==> src/rtl/sign_ext_pkg.sv <==
`default_nettype none
// ============================================================================
// Module   : sign_ext_pkg
// Brief    : Shared widths and extension-mode encoding for the sign_ext unit.
// Revision : 1.0 - initial release
// ============================================================================
package sign_ext_pkg;

    localparam int DATA_W = 16;
    localparam int IMM7_W = 7;

    localparam logic EXT_SIGN = 1'b0;
    localparam logic EXT_ZERO = 1'b1;

endpackage
`default_nettype wire

==> src/rtl/sign_ext_core.sv <==
`default_nettype none
// ============================================================================
// Module   : sign_ext_core
// Brief    : Combinational sign/zero extension of an IN_WIDTH field.
// Revision : 1.0 - initial release
// ============================================================================
module sign_ext_core
    import sign_ext_pkg::*;
#(
    parameter int IN_WIDTH  = IMM7_W,
    parameter int OUT_WIDTH = DATA_W
) (
    input  logic [IN_WIDTH-1:0]  a,
    input  logic                 zext,
    output logic [OUT_WIDTH-1:0] y_next
);

    generate
        if (IN_WIDTH == OUT_WIDTH) begin : g_pass
            // No upper bits to fill, so the mode select is irrelevant here.
            logic w_unused_zext;
            assign w_unused_zext = zext;
            assign y_next        = a;
        end else begin : g_extend
            logic w_fill;
            assign w_fill = (zext == EXT_SIGN) & a[IN_WIDTH-1];
            assign y_next = {{(OUT_WIDTH-IN_WIDTH){w_fill}}, a};
        end
    endgenerate

endmodule
`default_nettype wire

==> src/rtl/sign_ext.sv <==
`default_nettype none
// ============================================================================
// Module   : sign_ext
// Brief    : Registered immediate extension with a one-cycle valid qualifier.
// Revision : 1.0 - initial release
// ============================================================================
module sign_ext
    import sign_ext_pkg::*;
#(
    parameter int IN_WIDTH  = IMM7_W,
    parameter int OUT_WIDTH = DATA_W
) (
    input  logic                 clk,
    input  logic                 rst,
    input  logic [IN_WIDTH-1:0]  a,
    input  logic                 zext,
    input  logic                 in_valid,
    output logic [OUT_WIDTH-1:0] y,
    output logic                 out_valid
);

    generate
        if (IN_WIDTH < 1 || IN_WIDTH > OUT_WIDTH) begin : g_bad_width
            $error("sign_ext: IN_WIDTH must be in 1..OUT_WIDTH");
        end
    endgenerate

    logic [OUT_WIDTH-1:0] w_y_next;
    logic [OUT_WIDTH-1:0] r_y;
    logic                 r_out_valid;

    sign_ext_core #(
        .IN_WIDTH  (IN_WIDTH),
        .OUT_WIDTH (OUT_WIDTH)
    ) u_core (
        .a      (a),
        .zext   (zext),
        .y_next (w_y_next)
    );

    // y keeps its last result across bubbles; only the qualifier drops.
    always_ff @(posedge clk or posedge rst) begin
        if (rst) begin
            r_y         <= '0;
            r_out_valid <= 1'b0;
        end else begin
            r_out_valid <= in_valid;
            if (in_valid) begin
                r_y <= w_y_next;
            end
        end
    end

    assign y         = r_y;
    assign out_valid = r_out_valid;

endmodule
`default_nettype wire

==> config.mk <==
export PLATFORM = sky130hd
export DESIGN_NAME = sign_ext
export DESIGN_NICKNAME = d
export VERILOG_FILES = /design/src/rtl/sign_ext_pkg.sv /design/src/rtl/sign_ext_core.sv /design/src/rtl/sign_ext.sv
export SDC_FILE = /design/constraint.sdc
export NUM_CORES = 1
export LEC_CHECK = 0
export CORE_ASPECT_RATIO = 1.25
export CORE_MARGIN = 5
export CORE_UTILIZATION = 46
export CTS_BUF_LIST = sky130_fd_sc_hd__clkbuf_4
export DETAILED_ROUTE_END_ITERATION = 7
export HOLD_SLACK_MARGIN = 0.06
export PLACE_DENSITY_LB_ADDON = 0.2
export SLEW_MARGIN = 20
export SYNTH_ARGS = -nofsm -noshare
export SYNTH_HDL_FRONTEND = slang
export SYNTH_HIERARCHICAL = 1
export SYNTH_SLANG_ARGS = --single-unit
==> constraint.sdc <==
create_clock -name clk -period 0.9 [get_ports clk]
set_input_delay 0.18 -clock clk [delete_from_list [all_inputs] [get_ports clk]]
set_output_delay 0.18 -clock clk [all_outputs]
set_load 0.02 [all_outputs]
# Yosys cells after proc, flatten, opt, wreduce, memory -nomap -nowiden
# Index checks and enable logic that the tools add are counted.
[totals]
inputBits = 11
elab_cells = 4
out_inout_bits = 17
reg_bits = 9
[classes]
bitwise_logic = 2
[ops]
columns = ["cell", "count"]
rows = [
  ["1-bit bitwise AND", 1],
  ["1-bit NOT", 1],
]

# Depth between registers and ports, before layout
# Gate-level depths: netlist of run 1.
[logic_depth]
word_depth = 2
ltp_mapped = 3
mapped_depth_nobuf = 2

# Hierarchy
# Netlist of run 1, hierarchy kept.
[by_module_without_submodules]
columns = ["module", "area_each_um2", "instances", "seq_area_each_um2", "cells_per_inst"]
rows = [
  ["sign_ext", 678.2, 1, 425.4, 36],
  ["sign_ext_core", 133.9, 1, 0.0, 17],
]

# Worst setup path after synthesis of run 1
# OpenSTA, ideal clock, no wires.
[synth_timing]
path_kind = "input to register"
startpoint = "in in_valid"
endpoint = "reg, netlist name y[10]"
required_ps = 775
setup_slack_ps = 58
path_stages = 3
setup_ps = 125
path_buffers = 2
arrival_time_ps = 716
cell_sequence = "buf_6 > buf_12 > mux2_4"
[synth_lines]
columns = ["item", "line", "rtl"]
rows = [
  ["from (decl)", "sign_ext.sv:17", "input logic in_valid,"],
]
# No word-level cell between the ends.

# Final worst setup path of run 1
[layout_timing]
startpoint = "reg, netlist name y[12]"
endpoint = "out y[12]"
[layout_lines]
columns = ["item", "line", "rtl"]
rows = [
  ["to (decl)", "sign_ext.sv:18", "output logic [OUT_WIDTH-1:0] y,"],
]
# No word-level cell between the ends.

==> results of run 1 <==
## through the flow
step	instance area (um^2)	power (uW)
detailed placement	1050	1360
global route	1150	1930
CTS	1130	1850
finish	1150	1840
global placement	1050	1360
floorplan	812	1160
## sequential cells by signal (all words and copies together), names as in the netlist
register   cells
out_valid      1
y             16
## layer usage
metal,wire [um],global-route usage (%),vias to the layer above
met3,95,2.21,2
met2,729,17.0,14
met4,12,6.92,0
met1,582,14.8,220
met5,0,0,-
li1,-,-,220
## area by class of cell
type                    instances  area share, %
clock buffers                   4           2.61
flip-flops and latches         17           37.0
multi-input cells              18           20.9
repair buffers                 42           37.2
inverters                       1          0.326
well taps                      19           2.07
## synthesized netlist by cell type
| master | number | area share (%) |
|---|---|---|
| buf_4 | 16 | 15 |
| dfrtp_1 | 17 | 52 |
| mux2_2 | 6 | 8.3 |
| buf_6 | 1 | 1.4 |
| nor2b_4 | 1 | 1.7 |
| mux2_4 | 10 | 18 |
| buf_12 | 1 | 2.5 |
| inv_1 | 1 | 0.46 |
## worst max path at each step
stage,endpoint,start
after floorplan,y[10],in_valid
after global placement,y[2],in_valid
after detailed placement,y[1],in_valid
after CTS,y[12],y[12]
after global routing,y[5],y[5]
final,y[12],y[12]
## power by group
group	internal, uW	switching [uW]
Combinational	327	196
Sequential	833	51.0
Clock	202	234
## logic make-up after synthesis
group	after synthesis
buffers and inverters	19
flip-flops	17
multiplexers	16
AND/OR/NAND/NOR	1
## what timing repair did
item / 4_1_cts / 5_1_grt
setup endpoints to repair: 33 / 28
gates cloned: 1 / 1
gates resized for setup: 104 / 3
setup buffers: 4 / 0
pin swaps: 0 / 0
==> out/results.ini, run 1 <==
[sta]
drv_slew=0
skew_ns=0
fin_crit_sh_pct=113
tns_ns=-1.79
slew_headroom_pct=86.5
rsz0062_at_grt=yes
worst-slew-pin-transition_ns=0.202
worst_hold_slack_ns=0.194
layout_min_cycle_time_ns=1.01
fmax_ghz=0.986
finalHoldViolCount=0
setup_viol=21
fin_ws_ns=-0.114

[cells_and_area]
post-route-util_pct=66.8
fin_cells=101
drive_gt1_share_pct=65.9
n_fill_cell=134
diodes=0
final_common_cell=buf_6
seqCellArea_um2=425
final_cell_mix=buf_6, dfrtp_1, mux2_4, clkdlybuf4s50_1, buf_4
nNetsFinal=94
area_delta_synth_final_pct=41.8
multiInputGateArea_um2=240

[yosys]
synth_top_family_by_area=multiplexers
synth_nets=64
avgSynthCellArea_um2=15.3
synth_compound_area_share_pct=0
yosys.area_share.adder_pct=0
ys_seq_area_share_pct=52.4
synth_xor_xnor_area_share_pct=0
syn_inst=53
syn_area_um2=812
synth_seq_cells=17
synth_mux_area_share_pct=26.8
synth-simple-area-share_pct=1.69
yosys_warnings=6
synth_cell_types=8

[clock_tree]
clockBufferDepth=2
insertion_delay_ns=0.28
holdBufCountCts=0
cts-buffers-inserted=3
htreeDepth=1
cts_root_buf=clkbuf_4
cts_tree=done
clk_pin_slew_worst_paths_ns=0.10
clock_sinks=17

[setup_path]
timing.rr.end=y[5]
r2r_setup_slack_ns=-0.02
path_cells=buf_6
crit_path_start_kind=register
worst_setup_path_end_kind=output pin
cp.depth=1
cp_slowest_stage_delay_ns=0.41
crit_slowest_cell=dfrtp_1
worst_r2r_path_depth=2
worst-path-buf-inv=1
crit_type=reg2out
crit_required_ns=0.72
arrival_ns=0.83
cp_top_family=flip-flops
r2r-start=y[5]
critPathMaxFanout=2

[detailed_routing]
vias_per_cell=4.51
wl_per_cell_um=14.0
ant_nets=0
drt-total-wl_um=1420
via_count=456
drc=0
drt_pre_antenna_iters=1
drtIter0Drc=0

[die]
start_util_pct=47.1
fp-row-count=17
core-area_um2=1720
die_y_um=57.0
die_x_um=47.6
dieArea_um2=2710
num_io_pins=28

[place]
place_congestion=0.625
placed_cells=92
pre_cts_ws_ns=-0.425
hpwl_um=940
port_buffers=27

[status]
status=finished, violations left
violations=negative setup slack

[worst_hold_path]
hold_class=in2async

[power_and_ir_drop]
leakagePower_uw=0.000576
max-vdd-ir-drop_uv=982
p_per_area_nw_per_um2=1600

[grt]
overflow=0
grt_pass1_wl_um=2220
antenna_found_initial=0
grt_max_degree=18
grt_pass1_vias=498
gr-usage-all-layers_pct=11.4

[flow_run]
maxCapViolations=0

(Power assumes the default switching activity.)
==> run 2: changes to the inputs <==
- RECOVER_POWER: unset -> 100
==> out/results.ini, run 2 (synthesis gave the netlist of run 1 again) <==
[grt]
overflow=0  ; unchanged
antenna_found_initial=0  ; unchanged
grt_max_degree=18  ; unchanged
grt_pass1_vias=498  ; unchanged
grt_pass1_wl_um=2220  ; unchanged
gr-usage-all-layers_pct=11.4  ; unchanged

[flow_run]
maxCapViolations=0  ; unchanged

[die]
die_x_um=47.6  ; unchanged
dieArea_um2=2710  ; unchanged
num_io_pins=28  ; unchanged
die_y_um=57.0  ; unchanged
start_util_pct=47.1  ; unchanged
core-area_um2=1720  ; unchanged
fp-row-count=17  ; unchanged

[cells_and_area]
final_cell_mix=buf_6, dfrtp_1, mux2_4, buf_4, clkdlybuf4s50_1
n_fill_cell=135  ; +0.75%
diodes=0  ; unchanged
fin_cells=101  ; unchanged
final_common_cell=buf_6
largest_reg_flops=16  ; unchanged
area_delta_synth_final_pct=39.8
nNetsFinal=94  ; unchanged
drive_gt1_share_pct=64.6  ; -1.2 points

[setup_path]
cp_slowest_stage_delay_ns=0.41  ; about the same
worst_setup_path_end_kind=output pin
crit_path_start_kind=register
crit_type=reg2out
crit_required_ns=0.72  ; about the same
critPathMaxFanout=2  ; unchanged
worst-path-buf-inv=1  ; unchanged
crit_slowest_cell=dfrtp_1
arrival_ns=0.83  ; about the same
cp_top_family=flip-flops
path_cells=buf_6

[clock_tree]
clk_pin_slew_worst_paths_ns=0.10  ; about the same
insertion_delay_ns=0.28  ; about the same
clockBufferDepth=2  ; unchanged
htreeDepth=1  ; unchanged
cts_root_buf=clkbuf_4
cts_tree=done
clock_sinks=17  ; unchanged
cts-buffers-inserted=3  ; unchanged

[detailed_routing]
drc=0  ; unchanged
wl_per_cell_um=14.0  ; -0.42%
vias_per_cell=4.52  ; +0.22%
drtIter0Drc=1  ; +1
drt_pre_antenna_iters=2  ; +1
drt-total-wl_um=1410  ; -0.42%
via_count=457  ; +0.22%
ant_nets=0  ; unchanged

[power_and_ir_drop]
power.total_uw=1830  ; -0.79%
p_per_area_nw_per_um2=1610  ; +0.63%
p_int_uw=1350  ; -0.65%
p_switching_uw=475  ; -1.2%
max-vdd-ir-drop_uv=969  ; -1.3%
netSwitchingFraction_pct=26.0  ; -0.10 points
p_comb_share_pct=28.0  ; -0.4 points
p_clk_share_pct=23.6  ; about the same
seqPwrFrac_pct=48.3  ; +0.3 points
leakagePower_uw=0.000568  ; -1.3%

[sta]
skew_ns=0  ; unchanged
finalHoldViolCount=0  ; unchanged
slew_headroom_pct=72.0  ; -14 points
worst_hold_slack_ns=0.404  ; +0.210 ns
rsz0062_at_grt=yes
drv_slew=0  ; unchanged
layout_min_cycle_time_ns=1.01  ; -0.0000700 ns
worst-slew-pin-transition_ns=0.420  ; +0.218 ns
fmax_ghz=0.986  ; about the same
fin_ws_ns=-0.114  ; +0.0000700 ns
setup_viol=22  ; +4.8%
fin_crit_sh_pct=113  ; about the same

[status]
status=finished, violations left
violations=negative setup slack

[place]
port_buffers=27  ; unchanged
place_congestion=0.625  ; unchanged
hpwl_um=940  ; unchanged
placed_cells=92  ; unchanged

[worst_hold_path]
hold_class=in2async

run 2: cell types whose count changed in the layout (fill, tap and decap cells not counted):
cell	before	now
dlygate4sd3_1	0	1
buf_12	1	0
buf_2	1	0
clkbuf_1	0	1
clkdlybuf4s50_1	9	8
clkbuf_2	0	1
run 2: layout make-up:
type | instances | area (um^2) | share of cell area (%)
Sequential cell | 17 | 425 | 37.5
Timing Repair Buffer | 42 | 412 | 36.3
Multi-Input combinational cell | 18 | 240 | 21.2
Clock buffer | 4 | 30.0 | 2.65
Tap cell | 19 | 23.8 | 2.09
Inverter | 1 | 3.75 | 0.331
run 2: through the flow:
stage	setup TNS [ns]	util (%)	instance area [um^2]	worst slack [ns]
CTS	-1.90	65.6	1130	-0.124
global route	-2.65	65.9	1130	-0.157
finish	-1.75	65.9	1130	-0.114
global placement	-9.80	60.9	1050	-0.399
floorplan	0	-	812	0.0584
detailed placement	-10.17	60.9	1050	-0.425
run 2: power by group through the flow:
stage / logic [uW] / registers [uW] / clock network (uW)
after floorplan: 189 / 969 / 0
after global placement: 476 / 882 / 0
after detailed placement: 481 / 883 / 0
after CTS: 520 / 883 / 446
after global routing: 540 / 895 / 485
final: 513 / 884 / 432
run 2: worst paths after layout:
| check | from | depth (start not counted) | slack (ns) | endpoint |
|---|---|---|---|---|
| max in group asynchronous | rst | 3 | 0.20 | y[14] |
| worst min register to register | y[0] | 1 | 0.54 | y[0] |
| worst min-delay path | rst | 3 | 0.40 | y[10] |
| min in group clk | in_valid | 2 | 0.41 | out_valid |
| worst max register to register | y[5] | 2 | -0.02 | y[5] |
| worst max-delay path | y[12] | 1 | -0.11 | y[12] |
run 2: repair_timing:
item,CTS,global route
gates cloned,1,1
endpoints found under the setup margin,33,28
setup buffers,4,0
gates resized for setup,104,3
hold buffers,0,0
run 2: tightest hold or removal path, stage by stage:
cell	delay, ns
dlygate4sd3_1	0.53
inv_1	0.05
clkbuf_2	0.36
run 2: per-layer routing:
metal	part of all wire, %	GRT usage (%)
met1	41	14.8
met2	52	17.0
met3	6.3	2.21
met4	0.92	6.92
met5	0	0
==> run 3: changes to the inputs <==
- CORE_ASPECT_RATIO: 1.25 -> unset
- CORE_UTILIZATION: 46 -> 60
- DONT_BUFFER_PORTS: unset -> 1
==> out/results.ini, run 3 (synthesis gave the netlist of run 1 again) <==
[worst_hold_path]
hold_start=in_valid
hold_class=in2reg

[detailed_routing]
wl_per_cell_um=16.2  ; +16%
via_count=421  ; -7.9%
drt_pre_antenna_iters=3  ; +1
vias_per_cell=4.90  ; +8.2%
drtIter0Drc=4  ; +3
ant_nets=0  ; unchanged
drt-total-wl_um=1390  ; -1.6%
drc=0  ; unchanged

[clock_tree]
cts_tree=done
cts_root_buf=clkbuf_4
clk_pin_slew_worst_paths_ns=0.09  ; about the same
clockBufferDepth=2  ; unchanged
insertion_delay_ns=0.28  ; about the same
htreeDepth=1  ; unchanged
cts-buffers-inserted=3  ; unchanged
holdBufCountCts=8  ; +8
clock_sinks=17  ; unchanged

[power_and_ir_drop]
p_per_area_nw_per_um2=1710  ; +5.9%
leakagePower_uw=0.000504  ; -11%
max-vdd-ir-drop_uv=1090  ; +13%

[setup_path]
worst-path-buf-inv=1  ; unchanged
crit_slowest_cell=dfrtp_1
crit_type=reg2out
crit_path_start_kind=register
cp_top_family=flip-flops
crit_path_start=y[1]
worst_setup_path_end_kind=output pin
cp_slowest_stage_delay_ns=0.41  ; about the same
path_cells=buf_6
r2r-start=y[9]
crit_required_ns=0.72  ; about the same
arrival_ns=0.84  ; about the same
critPathMaxFanout=2  ; unchanged

[sta]
fin_ws_ns=-0.117  ; -0.00275 ns
layout_min_cycle_time_ns=1.02  ; +0.00275 ns
rsz0062_at_grt=yes
fin_crit_sh_pct=113  ; +0.31 points
finalHoldViolCount=1  ; +1
setup_viol=20  ; -9.1%
fmax_ghz=0.983  ; -0.27%
worst-slew-pin-transition_ns=0.404  ; -0.0161 ns
drv_slew=0  ; unchanged
worst_hold_slack_ns=-0.0870  ; -0.491 ns
slew_headroom_pct=73.1  ; +1.1 points
skew_ns=0  ; unchanged

[cells_and_area]
finish.instance_area_um2=1020  ; -10%
area_delta_synth_final_pct=25.3
drive_gt1_share_pct=59.2  ; -5.5 points
post-route-util_pct=79.2  ; +13 points
final_common_cell=buf_6
final_cell_mix=buf_6, dfrtp_1, dlygate4sd3_1
nNetsFinal=83  ; -12%
largest_reg_flops=16  ; unchanged
diodes=0  ; unchanged

[die]
start_util_pct=63.2  ; +16 points
dieArea_um2=2190  ; -19%
num_io_pins=28  ; unchanged
die_y_um=46.8  ; -18%
die_x_um=46.8  ; -1.7%
core-area_um2=1280  ; -25%
fp-row-count=13  ; -4

[grt]
grt_use_met1_pct=16.7  ; +2.0 points
grt_busiest_layer=met2
antenna_found_initial=0  ; unchanged
use_met2_pct=27.6  ; +11 points
grt_max_degree=18  ; unchanged
met3_usage_pct=2.68  ; +0.47 points
grt_pass1_wl_um=2210  ; -0.32%
overflow=0  ; unchanged
gr-usage-all-layers_pct=15.3  ; +3.9 points
grt_pass1_vias=473  ; -5.0%

[place]
pre_cts_ws_ns=0.126  ; +0.551 ns
dpl_cell_area_um2=807  ; -23%
place_congestion=0.742  ; +19%
port_buffers=0  ; -100%
hpwl_um=985  ; +4.8%

[flow_run]
maxCapViolations=0  ; unchanged

[status]
violations=negative hold slack, negative setup slack
status=finished, violations left

run 3: cell count changes in the layout (fill, tap and decap cells not counted), sizes merged:
| cell | delta |
|---|---|
| dlygate4sd2 | -1 |
| clkdlybuf4s50 | -8 |
| buf | -7 |
| nor2b | -1 |
| dlygate4sd3 | +7 |
| clkbuf | -1 |
run 3: final cells by class:
type / count / area [um^2]
sequential: 17 / 427
fill: 80 / 268
timing repair buffer: 32 / 322
multi-input combinational: 17 / 216
clock buffer: 4 / 30.0
tap: 15 / 18.8
inverter: 1 / 3.75
run 3: power by group:
group	total [uW]	internal, uW	switching, uW
Combinational	425	258	167
Clock	423	202	221
Sequential	887	833	53.8
Total	1740	1290	442
run 3: worst paths after layout:
path,to,slack [ns],cells past startpoint
max,y[1],-0.12,1
min,out_valid,-0.09,0
max reg2reg,y[9],-0.02,2
min reg2reg,y[14],0.52,1
max in group asynchronous,out_valid,0.16,3
min in group asynchronous,y[13],0.43,3
run 3: timing repair:
| action | CTS | global route |
|---|---|---|
| setup buffers | 6 | 1 |
| hold endpoints to repair | 34 | 17 |
| setup endpoints to repair | 17 | 23 |
| resized for setup | 16 | 2 |
run 3: layer usage:
metal	vias to the layer above	routed length, um
met2	17	778
met1	205	497
met5	-	0
li1	195	-
met3	4	88
met4	0	25
run 3: stage by stage:
step	cells	total power, uW	setup TNS, ns
2_1_floorplan	53	1160	0
3_3_place_gp	67	1210	0
3_5_place_dp	67	1220	0
4_1_cts	85	1760	-1.77
5_1_grt	86	1810	-2.30
6_report	86	1740	-1.66
